**config.mk**
```make
export PLATFORM = sky130hd
export DESIGN_NAME = ring_rr_arbiter_flat
export DESIGN_NICKNAME = d
export VERILOG_FILES = /design/src/rtl/ring_rr_arbiter_pkg.sv /design/src/rtl/ring_rr_arbiter_if.sv /design/src/rtl/ring_rr_arbiter_token.sv /design/src/rtl/ring_rr_arbiter.sv /design/src/flat_wrapper.sv
export SDC_FILE = /design/constraint.sdc
export NUM_CORES = 1
export LEC_CHECK = 0
export ABC_AREA = 1
export CAP_MARGIN = 10
export CORE_ASPECT_RATIO = 1.4
export CORE_MARGIN = 1.5
export CORE_UTILIZATION = 45
export DETAILED_ROUTE_END_ITERATION = 7
export PLACE_DENSITY_LB_ADDON = 0.1
export SYNTH_ARGS = -nofsm -noshare
export SYNTH_HDL_FRONTEND = slang
export SYNTH_SLANG_ARGS = --single-unit
```
**constraint.sdc**
```tcl
create_clock -name clk -period 4.9 [get_ports clk]
set_input_delay 0.98 -clock clk [delete_from_list [all_inputs] [get_ports clk]]
set_output_delay 0.98 -clock clk [all_outputs]
set_load 0.01 [all_outputs]
```
**src/rtl/ring_rr_arbiter_pkg.sv**
```systemverilog
// Shared types and combinational helpers for the ring round-robin arbiter.
// Helpers operate on a fixed maximum width; callers pass the live width n.
package ring_arb_pkg;

  localparam int unsigned MAXW = 32;
  localparam int unsigned MIW  = 5;

  typedef logic [MAXW-1:0] vec_t;
  typedef logic [MIW-1:0]  idx_t;

  typedef enum logic [0:0] {ST_IDLE = 1'b0, ST_GRANT = 1'b1} state_e;

  // Rotate left by one within the low n bits; bit n-1 wraps to bit 0.
  function automatic vec_t rotl1(input vec_t v, input int unsigned n);
    vec_t r;
    r = '0;
    for (int unsigned i = 0; i < MAXW; i++) begin
      if (i < n) r[(i + 1 == n) ? idx_t'(0) : idx_t'(i + 1)] = v[idx_t'(i)];
    end
    return r;
  endfunction

  function automatic idx_t onehot2idx(input vec_t v);
    idx_t r;
    r = '0;
    for (int unsigned i = 0; i < MAXW; i++) begin
      if (v[idx_t'(i)]) r = r | idx_t'(i);
    end
    return r;
  endfunction

  // First set request at or above the token position, wrapping n-1 -> 0.
  function automatic vec_t rr_pick(input vec_t req, input vec_t token, input int unsigned n);
    vec_t        r;
    logic        found;
    int unsigned base;
    int unsigned j;
    r     = '0;
    found = 1'b0;
    base  = 32'(onehot2idx(token));
    for (int unsigned k = 0; k < MAXW; k++) begin
      if (k < n && !found) begin
        j = base + k;
        if (j >= n) j = j - n;
        if (req[idx_t'(j)]) begin
          r[idx_t'(j)] = 1'b1;
          found        = 1'b1;
        end
      end
    end
    return r;
  endfunction

endpackage

```
**src/rtl/ring_rr_arbiter_if.sv**
```systemverilog
// Requester-side bundle of the ring arbiter: requests, releases and grant status.
interface ring_rr_arbiter_if #(
  parameter int unsigned N   = 4,
  parameter int unsigned IDW = $clog2(N)
);
  logic [N-1:0]   req;
  logic [N-1:0]   done;
  logic [N-1:0]   gnt;
  logic           gnt_valid;
  logic [IDW-1:0] gnt_id;
  logic [N-1:0]   token;
  logic           timeout;

  modport master (output req, done, input gnt, gnt_valid, gnt_id, token, timeout);
  modport slave  (input req, done, output gnt, gnt_valid, gnt_id, token, timeout);
endinterface

```
**src/rtl/ring_rr_arbiter_token.sv**
```systemverilog
// One-hot priority token register; on advance it loads the rotated grant vector.
module token_ring
  import ring_arb_pkg::*;
#(
  parameter int unsigned N = 4
) (
  input  logic         clk,
  input  logic         reset,
  input  logic         adv,
  input  logic [N-1:0] from,
  output logic [N-1:0] q
);

  vec_t rot_w;
  assign rot_w = rotl1(MAXW'(from), N);

  always_ff @(posedge clk or posedge reset) begin
    if (reset)    q <= N'(1);
    else if (adv) q <= rot_w[N-1:0];
  end

  generate
    if (N < MAXW) begin : g_hi
      logic unused_hi;
      assign unused_hi = ^rot_w[MAXW-1:N];
    end
  endgenerate

endmodule

```
**src/rtl/ring_rr_arbiter.sv**
```systemverilog
// Round-robin arbiter: grants one requester at a time, holds until release or
// hold limit, then rotates the priority token past the previous owner.
module ring_rr_arbiter
  import ring_arb_pkg::*;
#(
  parameter int unsigned N        = 4,
  parameter int unsigned MAX_HOLD = 8
) (
  input  logic             clk,
  input  logic             reset,
  ring_rr_arbiter_if.slave bus
);

  localparam int unsigned IDW = $clog2(N);
  localparam int unsigned HW  = $clog2(MAX_HOLD + 1);

  localparam logic [0:0] IDLE  = ST_IDLE;
  localparam logic [0:0] GRANT = ST_GRANT;

  logic [0:0]     state, state_n;
  logic [N-1:0]   gnt, gnt_n;
  logic           gnt_valid, gnt_valid_n;
  logic [IDW-1:0] gnt_id, gnt_id_n;
  logic           timeout, timeout_n;
  logic [HW-1:0]  hold, hold_n;
  logic [N-1:0]   token;
  logic           adv_c;
  logic           owner_rel_c;
  logic           limit_c;
  vec_t           pick_w;

  assign pick_w      = rr_pick(MAXW'(bus.req), MAXW'(token), N);
  assign owner_rel_c = bus.done[gnt_id] | ~bus.req[gnt_id];
  assign limit_c     = (hold == HW'(MAX_HOLD));

  always_ff @(posedge clk or posedge reset) begin
    if (reset) begin
      state     <= IDLE;
      gnt       <= '0;
      gnt_valid <= 1'b0;
      gnt_id    <= '0;
      timeout   <= 1'b0;
      hold      <= '0;
    end else begin
      state     <= state_n;
      gnt       <= gnt_n;
      gnt_valid <= gnt_valid_n;
      gnt_id    <= gnt_id_n;
      timeout   <= timeout_n;
      hold      <= hold_n;
    end
  end

  always_comb begin
    state_n     = state;
    gnt_n       = gnt;
    gnt_valid_n = gnt_valid;
    gnt_id_n    = gnt_id;
    timeout_n   = 1'b0;
    hold_n      = hold;
    adv_c       = 1'b0;
    case (state)
      IDLE: begin
        if (|bus.req) begin
          state_n     = GRANT;
          gnt_n       = pick_w[N-1:0];
          gnt_valid_n = 1'b1;
          gnt_id_n    = IDW'(onehot2idx(pick_w));
          hold_n      = HW'(1);
        end
      end
      GRANT: begin
        // Owner release wins over the hold limit, so timeout only flags a forced revoke.
        if (owner_rel_c || limit_c) begin
          state_n     = IDLE;
          gnt_n       = '0;
          gnt_valid_n = 1'b0;
          gnt_id_n    = '0;
          hold_n      = '0;
          adv_c       = 1'b1;
          timeout_n   = limit_c & ~owner_rel_c;
        end else begin
          hold_n = hold + HW'(1);
        end
      end
      default: state_n = IDLE;
    endcase
  end

  token_ring #(.N(N)) u_token (
    .clk   (clk),
    .reset (reset),
    .adv   (adv_c),
    .from  (gnt),
    .q     (token)
  );

  assign bus.gnt       = gnt;
  assign bus.gnt_valid = gnt_valid;
  assign bus.gnt_id    = gnt_id;
  assign bus.timeout   = timeout;
  assign bus.token     = token;

  generate
    if (N < MAXW) begin : g_hi
      logic unused_hi;
      assign unused_hi = ^pick_w[MAXW-1:N];
    end
  endgenerate

endmodule

```
**src/flat_wrapper.sv**
```systemverilog
// flat-port wrapper written by rule: the top's interface ports become plain ports
module ring_rr_arbiter_flat import ring_arb_pkg::*;
#(
  parameter int unsigned N        = 4,
  parameter int unsigned MAX_HOLD = 8
)
  (clk, reset, bus_req, bus_done, bus_gnt, bus_gnt_valid, bus_gnt_id, bus_token, bus_timeout);
  ring_rr_arbiter_if #(.N(N)) bus_i ();
  input  logic clk;
  input  logic reset;
  input wire logic [$bits(bus_i.req)-1:0] bus_req;
  input wire logic [$bits(bus_i.done)-1:0] bus_done;
  output wire logic [$bits(bus_i.gnt)-1:0] bus_gnt;
  output wire logic [$bits(bus_i.gnt_valid)-1:0] bus_gnt_valid;
  output wire logic [$bits(bus_i.gnt_id)-1:0] bus_gnt_id;
  output wire logic [$bits(bus_i.token)-1:0] bus_token;
  output wire logic [$bits(bus_i.timeout)-1:0] bus_timeout;
  assign bus_i.req = bus_req;
  assign bus_i.done = bus_done;
  assign bus_gnt = bus_i.gnt;
  assign bus_gnt_valid = bus_i.gnt_valid;
  assign bus_gnt_id = bus_i.gnt_id;
  assign bus_token = bus_i.token;
  assign bus_timeout = bus_i.timeout;
  ring_rr_arbiter #(.N(N), .MAX_HOLD(MAX_HOLD)) u_core (.clk(clk), .reset(reset), .bus(bus_i));
endmodule
```
==> impl_metrics.yaml, run 1 <==
die:
  io_pins: 22
  rows: 21
  fp.dieArea_mm2: 0.00284
  die_h_um: 62.5
  initial_utilization_pct: 47.6
  die_w_um: 45.5
  core_mm2: 0.00239
setup_path:
  cp.depth: 1
  crit_start: "u_core.bus.gnt_valid$_DFFE_PP0P_"
  critPathMaxStageDelay_ps: 600
  worstPathArrival_ps: 1380
  crit_chain: "clkdlybuf4s50_1"
  crit_required_ps: 3920
  critPathLaunchType: "register"
  crit_fanout: 8
  end_kind: "primary output"
  r2r-start: "u_core.u_token.q[3]$_DFFE_PP0P_"
  reg2reg_depth: 11
  critPathBufInv: 1
  worstSetupPathType: "register to primary output"
  cp_top_family: "buffers and inverters"
  slowest_stage: "clkdlybuf4s50_1"
cts:
  cts.repair_timing.setup_buffer_count: 0
  hold_buffers: 0
  cts_tree: "done"
  clkTransAtPathRegs_ps: 90
  cts_resized: 0
  cts_buffers: 3
  root_buffer: "clkbuf_4"
  clk_latency_ps: 280
  clock_sinks: 16
  htree_levels: 1
  clock_path_buffers: 2
timing:
  tightest_slew_ps: 583
  setup_violations: 0
  period_share_pct: 48.2
  rsz0062_at_grt: "no"
  min_period_ps: 2360
  finalHoldViolations: 0
  slew_headroom_pct: 61.1
  fin_tns_setup_ps: 0
  finalClockSkew_ps: 1.13
  slew_violations: 0
  max_freq_mhz: 423
synth:
  syn-num-nets: 179
  async_reset_ff_share_pct: 100
  synth_area_leaders: "dfrtp_1 33%, nand2_1 12%, nand3_1 9.2%"
  synth_most_common_cell: "nand2_1"
  avgSynthCellArea_um2: 7.06
  synth_top_area_share_pct: 33.0
  yosysSeqAreaShare_pct: 35.3
  synth_edf_count: 0
  synth_common_cells: "36 x nand2_1, 24 x inv_1, 21 x nand3_1, 21 x nor2_1, 15 x dfrtp_1"
  synth_ff_type: "dfrtp_1"
  synth.largest_area_cell: "dfrtp_1"
  synth_area_mm2: 0.00114
  ys_ff_latch: 16
  synth.yosys.warnings: 0
  yosys.cell_types.count: 24
  synthCells: 161
cells_and_area:
  fin_nets: 205
  design_area_mm2: 0.00143
  antenna_cells: 0
  fillers: 218
  flow.area_growth_from_synthesis_pct: 25.4
  final_layout_size_suffix_gt1_share_pct: 9.14
global_route:
  antenna_found_initial: 0
  grt_overflow: 0
  grt_usage_pct: 19.5
  grt_max_degree: 17
  grt_pass1_wl_mm: 4.24
  grt_pass1_vias: 1045
route:
  wl_met2_mm: 1.40
  m1WireLength_mm: 1.00
  drtAntennaViolNets: 0
  drc: 0
  met3WireLength_um: 17
  top_layer: "met4"
  drtPass1Iterations: 4
  vias: 1067
  wl_mm: 2.45
  viasPerCell: 4.85
  wire_per_inst_um: 11.1
  drt-initial-drc-count: 24
power_and_ir_drop:
  p_per_area_mw_per_mm2: 726
  total_power_mw: 1.03
  p_leak_nw: 0.696
  ir_worst_vdd_v: 0.000358
place:
  placed_cell_area_mm2: 0.00139
  io_buffers: 21
  dpl.hpwl_mm: 2.10
  place.gp.congestion: 0.859
worst_hold_path:
  worstHoldPathCells: 2
  min_from: "u_core.u_token.q[0]$_DFFE_PP1P_"
  min_path_type: "register to register"
run:
  drv_cap: 0
status:
  status: "completed"
flip-flops by register name, indices dropped and copies added (netlist names):
name,cells
u_core.bus.gnt,4
u_core.hold,4
u_core.u_token.q,4
u_core.bus.gnt_id,2
u_core.bus.gnt_valid,1
u_core.bus.timeout,1
path summary, 6_finish.rpt:
kind | end | slack, ps
max in group asynchronous | u_core.bus.gnt[3]$_DFFE_PP0P_ | 3470
worst min-delay path | u_core.u_token.q[0]$_DFFE_PP1P_ | 510
worst max-delay path | bus_gnt_valid | 2540
worst min register to register | u_core.u_token.q[0]$_DFFE_PP1P_ | 510
worst max register to register | u_core.bus.gnt[2]$_DFFE_PP0P_ | 2740
min in group asynchronous | u_core.bus.gnt[2]$_DFFE_PP0P_ | 1050
layout by cell type (no fill, tap or decap), drive strengths merged:
cell type      instances
o22ai                  2
inv                   25
clkinv                 1
clkbuf                 4
xnor2                  1
dfrtp                 15
nand3b                 1
nor2                  23
ha                     8
dfstp                  1
nand3                 24
clkdlybuf4s50         21
nor4                   1
nand4                  2
xor2                   1
a21oi                  3
nand2                 41
and2                   2
o21ai                  9
o211ai                 1
power by group:
group	leakage [nW]	internal, mW	total (mW)	switching (mW)
clock network	0.0210	0.0452	0.0867	0.0415
registers	0.206	0.185	0.235	0.0502
logic	0.469	0.271	0.713	0.442
cell type report:
cell class / instances / area (µm²) / share of cell area [%]
clock buffers: 4 / 36.3 / 2.54
inverters: 26 / 98.8 / 6.93
multi-input cells: 119 / 637 / 44.6
flip-flops and latches: 16 / 402 / 28.2
well taps: 34 / 42.5 / 2.98
repair buffers: 21 / 210 / 14.7
layer usage:
metal  vias to the layer above  GRT usage, %
li1                        566             -
met3                         4         0.867
met4                         0          6.62
met1                       488          21.9
met5                         -             0
met2                         9          36.3
stage by stage:
step | instances | utilization [%] | setup WS, ps | hold WS, ps
after floorplan | 161 | - | 3030 | 487
after global placement | 216 | 58.1 | 2350 | 503
after CTS | 220 | 59.7 | 2540 | 514
after global routing | 220 | 59.7 | 2390 | 526
final | 220 | 59.7 | 2540 | 512
after detailed placement | 216 | 58.1 | 2290 | 488
cells by family (layout without fill, tap and decap cells):
group           Yosys count  after routing  synth area share, %
simple gates             94             94                 38.6
flops                    16             16                 35.3
fa+ha+maj                 8              8                 8.80
compound gates           15             15                 7.04
xor+xnor                  2              2                 1.54
buf+inv                  26             51                 8.69
No activity file was read; power rests on OpenSTA's default activity.
==> run 2: changes to the inputs <==
==> constraint.sdc (replaced) <==
create_clock -name clk -period 2.21 [get_ports clk]
set_input_delay 0.442 -clock clk [delete_from_list [all_inputs] [get_ports clk]]
set_output_delay 0.442 -clock clk [all_outputs]
set_load 0.01 [all_outputs]
==> impl_metrics.yaml, run 2 (synthesis gave the netlist of run 1 again) <==
cts:
  hold_buffers: 0
  cts_buffers: 3
  cts.repair_timing.setup_buffer_count: 0
  cts_tree: "done"
  htree_levels: 1
  clkTransAtPathRegs_ps: 90
  root_buffer: "clkbuf_4"
  clock_sinks: 16
  clk_latency_ps: 280
  clock_path_buffers: 2
  cts_resized: 0
route:
  drtPass1Iterations: 4
  drtAntennaViolNets: 0
  vias: 1105
  drc: 0
  wire_per_inst_um: 11.4
  wl_mm: 2.52
  drt-initial-drc-count: 25
  viasPerCell: 5.00
place:
  dpl.hpwl_mm: 2.09
  io_buffers: 21
  place.gp.congestion: 0.877
  dp_slack_ps: 184
  placed_cell_area_mm2: 0.00140
global_route:
  grt_overflow: 0
  grt_pass1_wl_mm: 4.27
  grt_max_degree: 17
  grt_pass1_vias: 1098
  antenna_found_initial: 0
  met1_usage_pct: 20.9
  grt_usage_pct: 19.5
  grt_use_met2_pct: 36.1
  busiest_layer: "met2"
  grtUsageMet3_pct: 0.867
timing:
  final_critical_path_setup_slack_ps: 275
  finalHoldViolations: 0
  min_period_ps: 1930
  setup_violations: 0
  period_share_pct: 87.5
  finalClockSkew_ps: 4.48
  rsz0062_at_grt: "no"
  tightest_slew_ps: 587
  slew_violations: 0
  max_freq_mhz: 517
  hold_ws_ps: 510
  fin_tns_setup_ps: 0
  slew_headroom_pct: 60.8
die:
  die_h_um: 62.5
  io_pins: 22
  rows: 21
  fp.dieArea_mm2: 0.00284
  die_w_um: 45.5
  initial_utilization_pct: 47.6
  core_mm2: 0.00239
power_and_ir_drop:
  comb_power_share_pct: 69.5
  internal_power_mw: 1.13
  power_switching_mw: 1.19
  p_leak_nw: 0.701
  ir_worst_vdd_v: 0.000758
  clkPwrFrac_pct: 8.1
  seq_power_share_pct: 22.4
  swShare_pct: 51.3
  p_per_area_mw_per_mm2: 1620
setup_path:
  critPathLaunchType: "register"
  worstPathArrival_ps: 2100
  crit_fanout: 8
  end_kind: "register"
  crit_required_ps: 2380
  reg2reg_depth: 11
  worstSetupPathType: "register to register"
cells_and_area:
  fillers: 223
  layout.cells.most_common: "nand2_1"
  seq_area_um2: 402
  design_area_mm2: 0.00143
  final_layout_size_suffix_gt1_share_pct: 9.63
  multiInputGateArea_um2: 637
  utilization_pct: 60.0
  fin_nets: 206
  antenna_cells: 0
  flow.area_growth_from_synthesis_pct: 26.1
  mostFrequentLayoutCells: "36 x nand2_1, 24 x inv_1, 21 x nor2_1, 21 x nand3_1, 21 x clkdlybuf4s50_1"
  top_regs: "u_core.bus.gnt x4, u_core.hold x4, u_core.u_token.q x4"
worst_hold_path:
  min_path_type: "input pin to asynchronous set/reset pin"
run:
  drv_cap: 0
status:
  status: "completed"
[run 2: cell types whose count changed in the layout (fill, tap and decap cells not counted)]
cell,before,now
buf_4,0,1
[run 2: power by group through the flow]
stage,combinational (mW),sequential (mW),clock (mW)
after floorplan,1.11,0.546,0
after global placement,1.57,0.527,0
after detailed placement,1.61,0.530,0
after CTS,1.62,0.523,0.192
after global routing,1.82,0.538,0.204
final,1.62,0.521,0.187
[run 2: routing by layer]
| layer | vias up | share of wire, % |
|---|---|---|
| met1 | 507 | 40 |
| met4 | 0 | 1.9 |
| li1 | 564 | - |
| met5 | - | 0 |
| met2 | 28 | 55 |
| met3 | 6 | 2.8 |
[run 2: worst paths after layout]
check                                                startpoint                         endpoint  slack, ps
worst max-delay path            u_core.u_token.q[3]$_DFFE_PP0P_    u_core.bus.gnt[1]$_DFFE_PP0P_        280
worst min-delay path                                      reset    u_core.bus.gnt[1]$_DFFE_PP0P_        510
worst max register to register  u_core.u_token.q[3]$_DFFE_PP0P_    u_core.bus.gnt[1]$_DFFE_PP0P_        280
worst min register to register  u_core.u_token.q[0]$_DFFE_PP1P_  u_core.u_token.q[0]$_DFFE_PP1P_        510
max in group asynchronous                                 reset       u_core.hold[3]$_DFFE_PP0P_       1320
min in group clk                u_core.u_token.q[0]$_DFFE_PP1P_  u_core.u_token.q[0]$_DFFE_PP1P_        510
[run 2: metrics by stage]
stage | cells | total power, mW
global route | 221 | 2.57
CTS | 221 | 2.33
finish | 221 | 2.32
floorplan | 161 | 1.65
global placement | 217 | 2.10
detailed placement | 217 | 2.14
[run 2: worst max-delay path: stages (launching register included)]
cell and delay, ps:
dfrtp_1 440, nor2_2 120, inv_1 110, ha_1 340
nand3_1 160, nand3_4 130, nand2_1 120, inv_2 60
nand2_1 50, nand3_1 90, nand2_1 90, o21ai_0 100
[run 2: layout make-up]
type	count	share of cell area (%)
Clock buffer	4	2.53
Inverter	26	6.89
Multi-Input combinational cell	119	44.4
Sequential cell	16	28.0
Tap cell	34	2.97
Timing Repair Buffer	22	15.2
==> run 3: changes to the inputs <==
--- a/config.mk
+++ b/config.mk
@@ -7,10 +7,10 @@
 export LEC_CHECK = 0
 export ABC_AREA = 1
 export CAP_MARGIN = 10
-export CORE_ASPECT_RATIO = 1.4
 export CORE_MARGIN = 1.5
 export CORE_UTILIZATION = 45
 export DETAILED_ROUTE_END_ITERATION = 7
+export HOLD_SLACK_MARGIN = 0.1
 export PLACE_DENSITY_LB_ADDON = 0.1
 export SYNTH_ARGS = -nofsm -noshare
 export SYNTH_HDL_FRONTEND = slang
==> impl_metrics.yaml, run 3 (synthesis gave the netlist of run 1 again) <==
status:
  status: "completed"
global_route:
  antenna_found_initial: 0
  grt_pass1_vias: 972
  grt_max_degree: 17
  grt_overflow: 0
  grt_pass1_wl_mm: 4.20
  grt_usage_pct: 20.5
die:
  core_mm2: 0.00243
  rows: 18
  die_w_um: 53.3
  fp.dieArea_mm2: 0.00284
  die_h_um: 53.3
  initial_utilization_pct: 46.8
  io_pins: 22
cells_and_area:
  design_area_mm2: 0.00143
  antenna_cells: 0
  top_regs: "u_core.bus.gnt x4, u_core.hold x4, u_core.u_token.q x4"
  flow.area_growth_from_synthesis_pct: 25.6
  utilization_pct: 58.7
  instances_no_fill: 217
  mostFrequentLayoutCells: "36 x nand2_1, 24 x inv_1, 21 x nor2_1, 21 x nand3_1, 21 x clkdlybuf4s50_1"
  layout.cells.most_common: "nand2_1"
  final_layout_size_suffix_gt1_share_pct: 9.63
  fin_nets: 206
timing:
  tightest_slew_ps: 573
  fin_tns_setup_ps: 0
  hold_ws_ps: 494
  finalHoldViolations: 0
  period_share_pct: 87.9
  slew_violations: 0
  setup_violations: 0
  max_freq_mhz: 515
  slew_headroom_pct: 61.7
  min_period_ps: 1940
  rsz0062_at_grt: "no"
  finalClockSkew_ps: 8.16
cts:
  root_buffer: "clkbuf_4"
  clock_path_buffers: 2
  hold_buffers: 0
  htree_levels: 1
  clk_latency_ps: 290
  cts.repair_timing.setup_buffer_count: 0
  cts_tree: "done"
  clkTransAtPathRegs_ps: 100
  cts_resized: 0
  cts_buffers: 3
  clock_sinks: 16
setup_path:
  r2r-start: "u_core.u_token.q[3]$_DFFE_PP0P_"
  critPathLaunchType: "register"
  crit_fanout: 8
  rrSetupSlack_ps: 270
  end_kind: "register"
  reg2reg_depth: 12
  crit_required_ps: 2400
  r2r_end: "u_core.bus.gnt[2]$_DFFE_PP0P_"
  worstSetupPathType: "register to register"
  worstPathArrival_ps: 2140
power_and_ir_drop:
  power_switching_mw: 1.20
  p_per_area_mw_per_mm2: 1630
  internal_power_mw: 1.13
  comb_power_share_pct: 69.2
  clkPwrFrac_pct: 8.3
  swShare_pct: 51.5
  p_leak_nw: 0.701
  seq_power_share_pct: 22.5
  ir_worst_vdd_v: 0.000975
route:
  drtPass1Iterations: 4
  wire_per_inst_um: 11.5
  viasPerCell: 4.94
  drt-initial-drc-count: 24
  drtAntennaViolNets: 0
  drc: 0
  wl_mm: 2.50
  vias: 1073
place:
  dpl.hpwl_mm: 2.03
  io_buffers: 21
  place.gp.congestion: 0.883
  dp.cells: 213
  placed_cell_area_mm2: 0.00139
worst_hold_path:
  min_path_type: "input pin to asynchronous set/reset pin"
run:
  drv_cap: 0
==> run 3: cell counts in the layout (fill, tap and decap cells not counted) <==
Identical to the previous run, type by type.
==> run 3: per-stage QoR <==
stage / worst slack (ps) / total power, mW
6_report: 268 / 2.33
5_1_grt: 56.0 / 2.59
4_1_cts: 253 / 2.34
3_5_place_dp: 150 / 2.14
3_3_place_gp: 206 / 2.09
2_1_floorplan: 358 / 1.65
==> run 3: worst max-delay path by stage <==
| stage | from | end |
|---|---|---|
| after floorplan | u_core.u_token.q[3]$_DFFE_PP0P_ | u_core.bus.gnt_id[0]$_DFFE_PP0P_ |
| final | u_core.u_token.q[3]$_DFFE_PP0P_ | u_core.bus.gnt[2]$_DFFE_PP0P_ |
| after global placement | bus_req[3] | u_core.bus.gnt[1]$_DFFE_PP0P_ |
| after detailed placement | bus_req[3] | u_core.bus.gnt[2]$_DFFE_PP0P_ |
| after CTS | u_core.u_token.q[3]$_DFFE_PP0P_ | u_core.bus.gnt[2]$_DFFE_PP0P_ |
| after global routing | u_core.u_token.q[3]$_DFFE_PP0P_ | u_core.bus.gnt[1]$_DFFE_PP0P_ |
==> run 3: power groups by stage <==
stage                     Sequential [mW]  Combinational (mW)  Clock, mW
final                               0.525                1.62      0.194
after global routing                0.543                1.84      0.208
after CTS                           0.525                1.62      0.196
after detailed placement            0.532                1.60          0
after global placement              0.526                1.57          0
after floorplan                     0.546                1.11          0
==> run 3: layout make-up <==
| class | count | area (µm²) |
|---|---|---|
| fillers | 221 | 1000 |
| clock buffers | 4 | 36.3 |
| repair buffers | 22 | 218 |
| well taps | 30 | 37.5 |
| multi-input cells | 119 | 637 |
| inverters | 26 | 98.8 |
| flip-flops and latches | 16 | 402 |
==> run 3: per-layer routing <==
layer  vias to the layer above  track usage [%]  part of all wire, %
met2                        18             37.9                   52
met5                         -                0                    0
met4                         0             8.55                  1.4
met1                       490             23.7                   44
li1                        560                -                    -
met3                         5             1.98                  1.8
==> run 3: worst max-delay path: stages (launching register included) <==
cell,delay [ps]
dfrtp_1,440
nor2_2,120
inv_1,110
ha_1,350
inv_1,100
nand3_2,110
nand3_4,140
nand2_1,90
inv_2,80
nand2_1,50
nand3_1,90
nand2_1,70
o21ai_0,100
